==> src/rtl/dma_read_burst_ctrl_if.sv <==
// DMA read command/data channel plus the outbound FWFT stream toward the SA buffers.
// The master side is the burst controller; the slave side is the DMA engine and the sink.
interface dma_read_burst_ctrl_if #(
  parameter int ADDR_W = 32,
  parameter int DATA_W = 32
);
  logic              rd_start_dma;
  logic [ADDR_W-1:0] rd_start_addr;
  logic [7:0]        rd_num_trans;
  logic              rd_done;
  logic [DATA_W-1:0] rd_data;
  logic              rd_data_vld;
  logic [DATA_W-1:0] out_data;
  logic              out_vld;
  logic              out_rdy;

  modport master (
    output rd_start_dma, rd_start_addr, rd_num_trans,
    input  rd_done, rd_data, rd_data_vld,
    output out_data, out_vld,
    input  out_rdy
  );

  modport slave (
    input  rd_start_dma, rd_start_addr, rd_num_trans,
    output rd_done, rd_data, rd_data_vld,
    input  out_data, out_vld,
    output out_rdy
  );
endinterface

==> src/rtl/dma_read_burst_ctrl.sv <==
// Splits a host read request into bursts of up to MAX_BURST beats, one in flight at a
// time, and buffers returned beats in a FWFT FIFO that drains over valid/ready.
module dma_read_burst_ctrl #(
  parameter int ADDR_W      = 32,
  parameter int DATA_W      = 32,
  parameter int MAX_BURST   = 16,
  parameter int FIFO_DEPTH  = 32,
  parameter int ADDR_STRIDE = 1
) (
  input  logic              clk,
  input  logic              rstn,
  input  logic              start,
  input  logic [ADDR_W-1:0] base_addr,
  input  logic [15:0]       total_words,
  output logic              busy,
  output logic              done,
  output logic              err,
  dma_read_burst_ctrl_if.master bus
);
  localparam int PTR_W = $clog2(FIFO_DEPTH);
  localparam int CNT_W = PTR_W + 1;

  typedef enum logic [1:0] {IDLE, ISSUE, WAIT, FIN} state_t;

  typedef struct packed {
    logic [ADDR_W-1:0] addr;
    logic [7:0]        len;
  } cmd_t;

  state_t            state, state_nx;
  logic [ADDR_W-1:0] cur_addr;
  logic [15:0]       remaining;
  cmd_t              cmd;
  logic              cmd_vld;
  logic [8:0]        beat_cnt;
  logic              err_q;

  logic [DATA_W-1:0] mem [FIFO_DEPTH];
  logic [PTR_W-1:0]  wr_ptr, rd_ptr;
  logic [CNT_W-1:0]  count;

  logic [7:0]        len8;
  logic [CNT_W-1:0]  free;
  logic              space_ok, issue, start_acc;
  logic [8:0]        beats_now;
  logic              full, push_req, push, pop;
  logic              burst_err, stray_err, ovf_err;

  assign len8      = (remaining > 16'(MAX_BURST)) ? 8'(MAX_BURST) : remaining[7:0];
  assign free      = CNT_W'(FIFO_DEPTH) - count;
  assign space_ok  = 16'(free) >= 16'(len8);
  assign start_acc = (state == IDLE) && start;

  // The beat landing with rd_done still belongs to this burst.
  assign beats_now = beat_cnt + {8'd0, bus.rd_data_vld};

  assign full      = count == CNT_W'(FIFO_DEPTH);
  assign pop       = bus.out_vld && bus.out_rdy;
  assign push_req  = bus.rd_data_vld && (state == WAIT);
  assign push      = push_req && (!full || pop);

  assign burst_err = (state == WAIT) && bus.rd_done && (beats_now != {1'b0, cmd.len});
  assign stray_err = (bus.rd_data_vld || bus.rd_done) && (state != WAIT);
  assign ovf_err   = push_req && full && !pop;

  always_comb begin
    state_nx = state;
    issue    = 1'b0;
    case (state)
      IDLE:  if (start) state_nx = (total_words != 16'd0) ? ISSUE : FIN;
      ISSUE: if (space_ok) begin
               issue    = 1'b1;
               state_nx = WAIT;
             end
      WAIT:  if (bus.rd_done) state_nx = (remaining == 16'(cmd.len)) ? FIN : ISSUE;
      FIN:   state_nx = IDLE;
      default: state_nx = IDLE;
    endcase
  end

  always_ff @(posedge clk or negedge rstn) begin
    if (!rstn) state <= IDLE;
    else       state <= state_nx;
  end

  always_ff @(posedge clk or negedge rstn) begin
    if (!rstn) begin
      cur_addr  <= '0;
      remaining <= '0;
      cmd       <= '0;
      cmd_vld   <= 1'b0;
      beat_cnt  <= '0;
      err_q     <= 1'b0;
    end else begin
      cmd_vld <= issue;
      if (start_acc) begin
        cur_addr  <= base_addr;
        remaining <= total_words;
      end
      if (issue) begin
        cmd      <= '{addr: cur_addr, len: len8};
        beat_cnt <= '0;
      end else if ((state == WAIT) && bus.rd_data_vld) begin
        beat_cnt <= beat_cnt + 9'd1;
      end
      if ((state == WAIT) && bus.rd_done) begin
        remaining <= remaining - 16'(cmd.len);
        cur_addr  <= cur_addr + ADDR_W'(cmd.len) * ADDR_W'(ADDR_STRIDE);
      end
      // A fresh error in the accepting cycle wins over the clear.
      if (start_acc) err_q <= 1'b0;
      if (burst_err || stray_err || ovf_err) err_q <= 1'b1;
    end
  end

  always_ff @(posedge clk) begin
    if (push) mem[wr_ptr] <= bus.rd_data;
  end

  always_ff @(posedge clk or negedge rstn) begin
    if (!rstn) begin
      wr_ptr <= '0;
      rd_ptr <= '0;
      count  <= '0;
    end else begin
      if (push) wr_ptr <= wr_ptr + 1'b1;
      if (pop)  rd_ptr <= rd_ptr + 1'b1;
      case ({push, pop})
        2'b10:   count <= count + 1'b1;
        2'b01:   count <= count - 1'b1;
        default: count <= count;
      endcase
    end
  end

  assign busy              = state != IDLE;
  assign done              = state == FIN;
  assign err               = err_q;
  assign bus.rd_start_dma  = cmd_vld;
  assign bus.rd_start_addr = cmd.addr;
  assign bus.rd_num_trans  = cmd.len;
  assign bus.out_vld       = count != '0;
  // Stale memory contents are masked so an empty FIFO presents zero.
  assign bus.out_data      = bus.out_vld ? mem[rd_ptr] : '0;
endmodule
==> src/flat_wrapper.sv <==
// flat-port wrapper written by rule: the top's interface ports become plain ports
module dma_read_burst_ctrl_flat 
#(
  parameter int ADDR_W      = 32,
  parameter int DATA_W      = 32,
  parameter int MAX_BURST   = 16,
  parameter int FIFO_DEPTH  = 32,
  parameter int ADDR_STRIDE = 1
)
  (clk, rstn, start, base_addr, total_words, busy, done, err, bus_rd_start_dma, bus_rd_start_addr, bus_rd_num_trans, bus_rd_done, bus_rd_data, bus_rd_data_vld, bus_out_data, bus_out_vld, bus_out_rdy);
  dma_read_burst_ctrl_if #(.ADDR_W(ADDR_W), .DATA_W(DATA_W)) bus_i ();
  input  logic clk;
  input  logic rstn;
  input  logic start;
  input  logic [ADDR_W-1:0] base_addr;
  input  logic [15:0] total_words;
  output logic busy;
  output logic done;
  output logic err;
  output wire logic [$bits(bus_i.rd_start_dma)-1:0] bus_rd_start_dma;
  output wire logic [$bits(bus_i.rd_start_addr)-1:0] bus_rd_start_addr;
  output wire logic [$bits(bus_i.rd_num_trans)-1:0] bus_rd_num_trans;
  input wire logic [$bits(bus_i.rd_done)-1:0] bus_rd_done;
  input wire logic [$bits(bus_i.rd_data)-1:0] bus_rd_data;
  input wire logic [$bits(bus_i.rd_data_vld)-1:0] bus_rd_data_vld;
  output wire logic [$bits(bus_i.out_data)-1:0] bus_out_data;
  output wire logic [$bits(bus_i.out_vld)-1:0] bus_out_vld;
  input wire logic [$bits(bus_i.out_rdy)-1:0] bus_out_rdy;
  assign bus_rd_start_dma = bus_i.rd_start_dma;
  assign bus_rd_start_addr = bus_i.rd_start_addr;
  assign bus_rd_num_trans = bus_i.rd_num_trans;
  assign bus_i.rd_done = bus_rd_done;
  assign bus_i.rd_data = bus_rd_data;
  assign bus_i.rd_data_vld = bus_rd_data_vld;
  assign bus_out_data = bus_i.out_data;
  assign bus_out_vld = bus_i.out_vld;
  assign bus_i.out_rdy = bus_out_rdy;
  dma_read_burst_ctrl #(.ADDR_W(ADDR_W), .DATA_W(DATA_W), .MAX_BURST(MAX_BURST), .FIFO_DEPTH(FIFO_DEPTH), .ADDR_STRIDE(ADDR_STRIDE)) u_core (.clk(clk), .rstn(rstn), .start(start), .base_addr(base_addr), .total_words(total_words), .busy(busy), .done(done), .err(err), .bus(bus_i));
endmodule
==> config.mk <==
export PLATFORM = sky130hd
export DESIGN_NAME = dma_read_burst_ctrl_flat
export DESIGN_NICKNAME = d
export VERILOG_FILES = /design/src/rtl/dma_read_burst_ctrl_if.sv /design/src/rtl/dma_read_burst_ctrl.sv /design/src/flat_wrapper.sv
export SDC_FILE = /design/constraint.sdc
export NUM_CORES = 1
export LEC_CHECK = 0
export ABC_AREA = 0
export CAP_MARGIN = 20
export CORE_MARGIN = 8
export CORE_UTILIZATION = 59
export CTS_CLUSTER_DIAMETER = 40
export DETAILED_ROUTE_END_ITERATION = 16
export PLACE_DENSITY_LB_ADDON = 0.15
export SLEW_MARGIN = 30
export SYNTH_ARGS = -nofsm -noshare
export SYNTH_HDL_FRONTEND = slang
export SYNTH_SLANG_ARGS = --single-unit
==> constraint.sdc <==
create_clock -name clk -period 4.1 [get_ports clk]
set_input_delay 0.41 -clock clk [delete_from_list [all_inputs] [get_ports clk]]
set_output_delay 0.41 -clock clk [all_outputs]
set_load 0.01 [all_outputs]
==> flow_results.xml <==
<?xml version="1.0" encoding="UTF-8"?>
<metrics>
  <group name="worst_setup_path">
    <metric name="cp_num_buf_inv" unit="">4</metric>
    <metric name="cp.arrival" unit="ns">3.54</metric>
    <metric name="cp_cell_sequence" unit="">buf_12 &gt; buf_6 &gt; mux4_2 &gt; mux4_2 &gt; inv_1 &gt; o22ai_1 &gt; clkdlybuf4s50_1</metric>
    <metric name="cp.required" unit="ns">3.69</metric>
    <metric name="worstSetupStartpointType" unit="">register</metric>
    <metric name="critPathSlowestCell" unit="">sky130_fd_sc_hd__mux4_2</metric>
    <metric name="timing.critical_path.to_type" unit="">output pin</metric>
    <metric name="crit_path_frequent_cell" unit="">sky130_fd_sc_hd__mux4_2</metric>
    <metric name="critical-path-top-delay-family" unit="">buffers and inverters</metric>
    <metric name="critPathKind" unit="">reg2out</metric>
    <metric name="crit_path_max_fanout" unit="">29</metric>
    <metric name="cpPeakStageDelay" unit="ns">0.53</metric>
  </group>
  <group name="place">
    <metric name="place_hpwl" unit="mm">62.72</metric>
    <metric name="port_buffers" unit="">162</metric>
    <metric name="routabilityCongestion" unit="">0.8513</metric>
    <metric name="placement.setup.worst_slack" unit="ns">0.2995</metric>
    <metric name="placed_standard_cell_area" unit="sq mm">0.04951</metric>
  </group>
  <group name="floorplan">
    <metric name="placeableCoreArea" unit="sq mm">0.07721</metric>
    <metric name="fp.dieW" unit="um">294.6</metric>
    <metric name="site_rows" unit="">102</metric>
    <metric name="floorplan.initialDensity" unit="">0.5932</metric>
    <metric name="dieHeight" unit="um">294.6</metric>
    <metric name="fp.dieArea" unit="sq mm">0.08681</metric>
    <metric name="top_level_ports" unit="">163</metric>
  </group>
  <group name="timing">
    <metric name="fin_skew" unit="ns">0.03406</metric>
    <metric name="final-hold-violation-count" unit="">0</metric>
    <metric name="maximum_clock_frequency" unit="GHz">0.2531</metric>
    <metric name="fin_crit" unit="ns">3.951</metric>
    <metric name="unrepaired_setup_endpoints_after_global_routing" unit="">false</metric>
    <metric name="slew_headroom" unit="">0.3415</metric>
    <metric name="worst_hold_slack" unit="ns">0.1760</metric>
    <metric name="max_slew.worst_pin.slew" unit="ns">0.9855</metric>
    <metric name="slew_viol_final" unit="">0</metric>
    <metric name="finalWorstSetupSlack" unit="ns">0.1489</metric>
    <metric name="setup-violations-final" unit="">0</metric>
    <metric name="min_period_over_period" unit="">0.9637</metric>
  </group>
  <group name="clocking">
    <metric name="cts.repair_timing.setup_buffer_count" unit="">0</metric>
    <metric name="tritoncts_num_sinks" unit="">1141</metric>
    <metric name="clock_tree.root_cell" unit="">sky130_fd_sc_hd__clkbuf_16</metric>
    <metric name="clock_insertion_delay_worst_skew" unit="ns">0.74</metric>
    <metric name="cts_buffers" unit="">139</metric>
    <metric name="htree_levels" unit="">4</metric>
    <metric name="clkSlewWorstSetupHoldPaths" unit="ns">0.06</metric>
    <metric name="cts_buffer_depth" unit="">3</metric>
    <metric name="clock_tree_from_tritoncts" unit="">yes</metric>
  </group>
  <group name="synthesis">
    <metric name="async_reset_ff_frac" unit="">0.1025</metric>
    <metric name="syn_area_per_cell" unit="sq um">20.19</metric>
    <metric name="synth.largest_area_cell" unit="">sky130_fd_sc_hd__edfxtp_1</metric>
    <metric name="synth-compound-area-share" unit="">0.03125</metric>
    <metric name="ys_top_cells_by_area" unit="">sky130_fd_sc_hd__edfxtp_1 (67%), sky130_fd_sc_hd__mux4_2 (16%), sky130_fd_sc_hd__dfrtp_1 (6.4%)</metric>
    <metric name="synth_simple_gate_area_share" unit="">0.03076</metric>
    <metric name="post_synth_instance_area" unit="sq mm">0.04580</metric>
    <metric name="ys_warn_count" unit="">0</metric>
    <metric name="post-synth-top-area-fraction" unit="">0.6713</metric>
    <metric name="post_synth_inst_count" unit="">2269</metric>
    <metric name="combinational_family_with_the_most_area_after_synthesis" unit="">multiplexers</metric>
    <metric name="synth_adder_area_share" unit="">0.01087</metric>
    <metric name="seq_total_area_yosys" unit="">0.7352</metric>
    <metric name="synth-edff-count" unit="">1024</metric>
    <metric name="synthXorXnorAreaFrac" unit="">0.006693</metric>
    <metric name="ys_seq_elements" unit="">1141</metric>
    <metric name="postSynthNetCount" unit="">2393</metric>
    <metric name="ys_types" unit="">74</metric>
    <metric name="postSynth.topFlopCell" unit="">sky130_fd_sc_hd__edfxtp_1</metric>
    <metric name="yosys-mux-area-fraction" unit="">0.1676</metric>
  </group>
  <group name="power_and_ir_drop">
    <metric name="internal-power" unit="mW">26.51</metric>
    <metric name="ir_worst_vdd" unit="mV">0.4205</metric>
    <metric name="clockPowerShare" unit="">0.330</metric>
    <metric name="switchingPower" unit="mW">10.99</metric>
    <metric name="power.sequential.fraction" unit="">0.374</metric>
    <metric name="power.static_leakage" unit="nW">18.03</metric>
    <metric name="pwr_density_cell" unit="mW/mm^2">692.0</metric>
    <metric name="power.share.combinational" unit="">0.296</metric>
    <metric name="swShare" unit="">0.2932</metric>
  </group>
  <group name="worst_hold_path">
    <metric name="min-delay-path-class" unit="">in2reg</metric>
  </group>
  <group name="detailed_routing">
    <metric name="routed_via_density" unit="">6.522</metric>
    <metric name="dr.first_iter.drc_count" unit="">2869</metric>
    <metric name="wl_per_cell" unit="um">29.90</metric>
    <metric name="routed-via-count" unit="">24204</metric>
    <metric name="detailedRoute.firstPassIterationCount" unit="">7</metric>
    <metric name="postRouteAntennaNets" unit="">0</metric>
    <metric name="remaining_drc_errors" unit="">0</metric>
    <metric name="detail_route.wirelength" unit="mm">111.0</metric>
  </group>
  <group name="global_route">
    <metric name="gr-max-usage-layer" unit="">met2</metric>
    <metric name="wire_length_of_the_first_global_routing_pass" unit="mm">164.1</metric>
    <metric name="largest_net_degree_at_the_start_of_global_routing" unit="">71</metric>
    <metric name="grt.overflow.total" unit="">0</metric>
    <metric name="grt_util_met2" unit="">0.4199</metric>
    <metric name="met1_usage" unit="">0.3533</metric>
    <metric name="grt_pass1_vias" unit="">24899</metric>
    <metric name="grt_antenna_before_repair" unit="">2</metric>
    <metric name="met3_track_demand_over_resource_in_global_routing" unit="">0.06265</metric>
    <metric name="grt.total_usage" unit="">0.2585</metric>
  </group>
  <group name="finish">
    <metric name="syn2layout_area_growth" unit="%">18.32</metric>
    <metric name="design_area" unit="sq mm">0.05419</metric>
    <metric name="design.final.nets" unit="">2680</metric>
    <metric name="fillers" unit="">4630</metric>
    <metric name="proportion_of_layout_cells_with_a_drive_suffix_above_1" unit="">0.2874</metric>
  </group>
  <group name="status">
    <metric name="status" unit="">finished clean</metric>
  </group>
  <group name="job">
    <metric name="drv.max_cap_violation_count" unit="">0</metric>
  </group>
</metrics>
## final timing paths
kind                                           endpoint  slack, ns                         start  depth (start not counted)
max                                    bus_out_data[15]       0.15              u_core.rd_ptr[0]                          7
min                                  u_core.mem[11][13]       0.18               bus_rd_data[13]                          1
max reg2reg                u_core.bus.rd_start_addr[20]       0.39           u_core.remaining[9]                         13
min reg2reg                u_core.bus.rd_start_addr[13]       0.50  u_core.bus.rd_start_addr[13]                          1
max in group asynchronous  u_core.bus.rd_start_addr[31]       2.98                          rstn                          3
min in group asynchronous    u_core.bus.rd_num_trans[7]       0.26                          rstn                          2
## cell type report
class                   count  area [sq um]  share of cell area
flip-flops and latches   1141         33690              0.6217
multi-input cells         926         11590              0.2140
clock buffers             162          3650             0.06735
repair buffers            259          2542             0.04691
well taps                1040          1301             0.02401
clock inverters            92          1074             0.01981
inverters                  89         334.1            0.006164
diodes                      2         5.005          0.00009235
## cells in the mapped netlist, types with 5 or more instances
library cell and instances:
sky130_fd_sc_hd__nor2b_1 5, sky130_fd_sc_hd__o21a_1 6, sky130_fd_sc_hd__nand2_1 77, sky130_fd_sc_hd__nor4_1 10, sky130_fd_sc_hd__edfxtp_1 1024, sky130_fd_sc_hd__buf_1 6, sky130_fd_sc_hd__o211ai_1 12, sky130_fd_sc_hd__xnor2_1 22
sky130_fd_sc_hd__clkbuf_1 74, sky130_fd_sc_hd__nand4_1 9, sky130_fd_sc_hd__nand2b_1 8, sky130_fd_sc_hd__mux2_2 33, sky130_fd_sc_hd__a21oi_1 23, sky130_fd_sc_hd__and2_1 9, sky130_fd_sc_hd__a22oi_1 9, sky130_fd_sc_hd__dfrtp_1 117
sky130_fd_sc_hd__nand3_1 28, sky130_fd_sc_hd__inv_1 88, sky130_fd_sc_hd__mux4_2 320, sky130_fd_sc_hd__nor2_1 80, sky130_fd_sc_hd__mux2i_1 10, sky130_fd_sc_hd__and3_1 8, sky130_fd_sc_hd__o311ai_0 10, sky130_fd_sc_hd__o21ai_0 36
sky130_fd_sc_hd__nor3_1 18, sky130_fd_sc_hd__a221o_1 7, sky130_fd_sc_hd__buf_2 32, sky130_fd_sc_hd__a21o_1 9, sky130_fd_sc_hd__xor2_1 13, sky130_fd_sc_hd__o22ai_1 38, sky130_fd_sc_hd__ha_1 35
## cell usage in the layout (no fill, tap or decap), types with 8 or more instances in the layout
cell and instances:
sky130_fd_sc_hd__clkinv_4 10, sky130_fd_sc_hd__nor4_1 9, sky130_fd_sc_hd__bufinv_16 15, sky130_fd_sc_hd__buf_2 28
sky130_fd_sc_hd__buf_4 67, sky130_fd_sc_hd__clkdlybuf4s50_1 133, sky130_fd_sc_hd__o211ai_1 12, sky130_fd_sc_hd__o21ai_0 36
sky130_fd_sc_hd__nand3_1 28, sky130_fd_sc_hd__o22ai_1 38, sky130_fd_sc_hd__clkbuf_16 144, sky130_fd_sc_hd__edfxtp_1 1024
sky130_fd_sc_hd__nor2_1 47, sky130_fd_sc_hd__mux2_2 33, sky130_fd_sc_hd__and2_1 9, sky130_fd_sc_hd__a21oi_1 23
sky130_fd_sc_hd__xnor2_1 22, sky130_fd_sc_hd__clkinv_1 13, sky130_fd_sc_hd__mux2i_1 10, sky130_fd_sc_hd__ha_1 35
sky130_fd_sc_hd__a21o_1 9, sky130_fd_sc_hd__o311ai_0 10, sky130_fd_sc_hd__nor2_4 32, sky130_fd_sc_hd__clkbuf_1 19
sky130_fd_sc_hd__clkinv_2 18, sky130_fd_sc_hd__inv_6 13, sky130_fd_sc_hd__nand2_1 75, sky130_fd_sc_hd__inv_1 88
sky130_fd_sc_hd__clkinvlp_4 10, sky130_fd_sc_hd__xor2_1 13, sky130_fd_sc_hd__a22oi_1 9, sky130_fd_sc_hd__buf_12 19
sky130_fd_sc_hd__nand4_1 9, sky130_fd_sc_hd__nor3_1 18, sky130_fd_sc_hd__mux4_2 320, sky130_fd_sc_hd__dfrtp_1 113
sky130_fd_sc_hd__and3_1 8
## kinds of logic after synthesis
group           count (synthesis)
simple gates                  285
xor+xnor                       35
other cells                     1
mux                           363
compound gates                204
buf+inv                       202
flops                        1141
fa+ha+maj                      38
## through the flow
| step | utilization | total power [mW] | instances | setup TNS (ns) |
|---|---|---|---|---|
| 2_1_floorplan | - | 21.40 | 2269 | 0 |
| 3_3_place_gp | 0.6408 | 25.07 | 3452 | 0 |
| 3_5_place_dp | 0.6412 | 25.29 | 3453 | 0 |
| 4_1_cts | 0.7027 | 37.69 | 3708 | -0.1532 |
| 5_1_grt | 0.7018 | 38.97 | 3709 | 0 |
| 6_report | 0.7019 | 37.50 | 3711 | 0 |
## state kept, by name (all words and copies together), names as in the netlist
| signal | count |
|---|---|
| u_core.mem | 1024 |
| u_core.bus.rd_start_addr | 32 |
| u_core.cur_addr | 32 |
| u_core.remaining | 16 |
| u_core.beat_cnt | 9 |
| u_core.bus.rd_num_trans | 8 |
| u_core.count | 6 |
| u_core.rd_ptr | 5 |
| u_core.wr_ptr | 5 |
| u_core.state | 2 |
| u_core.bus.rd_start_dma | 1 |
| u_core.err | 1 |
## power by group through the flow
stage / Combinational (mW) / Clock (mW) / Sequential, mW
floorplan: 7.45 / 0 / 13.9
finish: 11.1 / 12.4 / 14.0
detailed placement: 11.1 / 0 / 14.2
CTS: 11.2 / 12.5 / 14.0
global route: 11.9 / 13.0 / 14.1
global placement: 10.9 / 0 / 14.2
## per-layer routing
| layer | share of wire | wire, um |
|---|---|---|
| met1 | 0.39 | 42930 |
| met2 | 0.50 | 55290 |
| met3 | 0.092 | 10230 |
| met4 | 0.022 | 2488 |
| met5 | 0.000081 | 9 |
## repair_timing
| action | in CTS | in global routing |
|---|---|---|
| resized for setup | 4 | 10 |
| hold buffers | 1 | 0 |
| hold endpoints to repair | 68 | 0 |
| endpoints found under the setup margin | 32 | 51 |
| gates cloned | 0 | 1 |
Note: power is estimated with default switching activity, not from simulation.
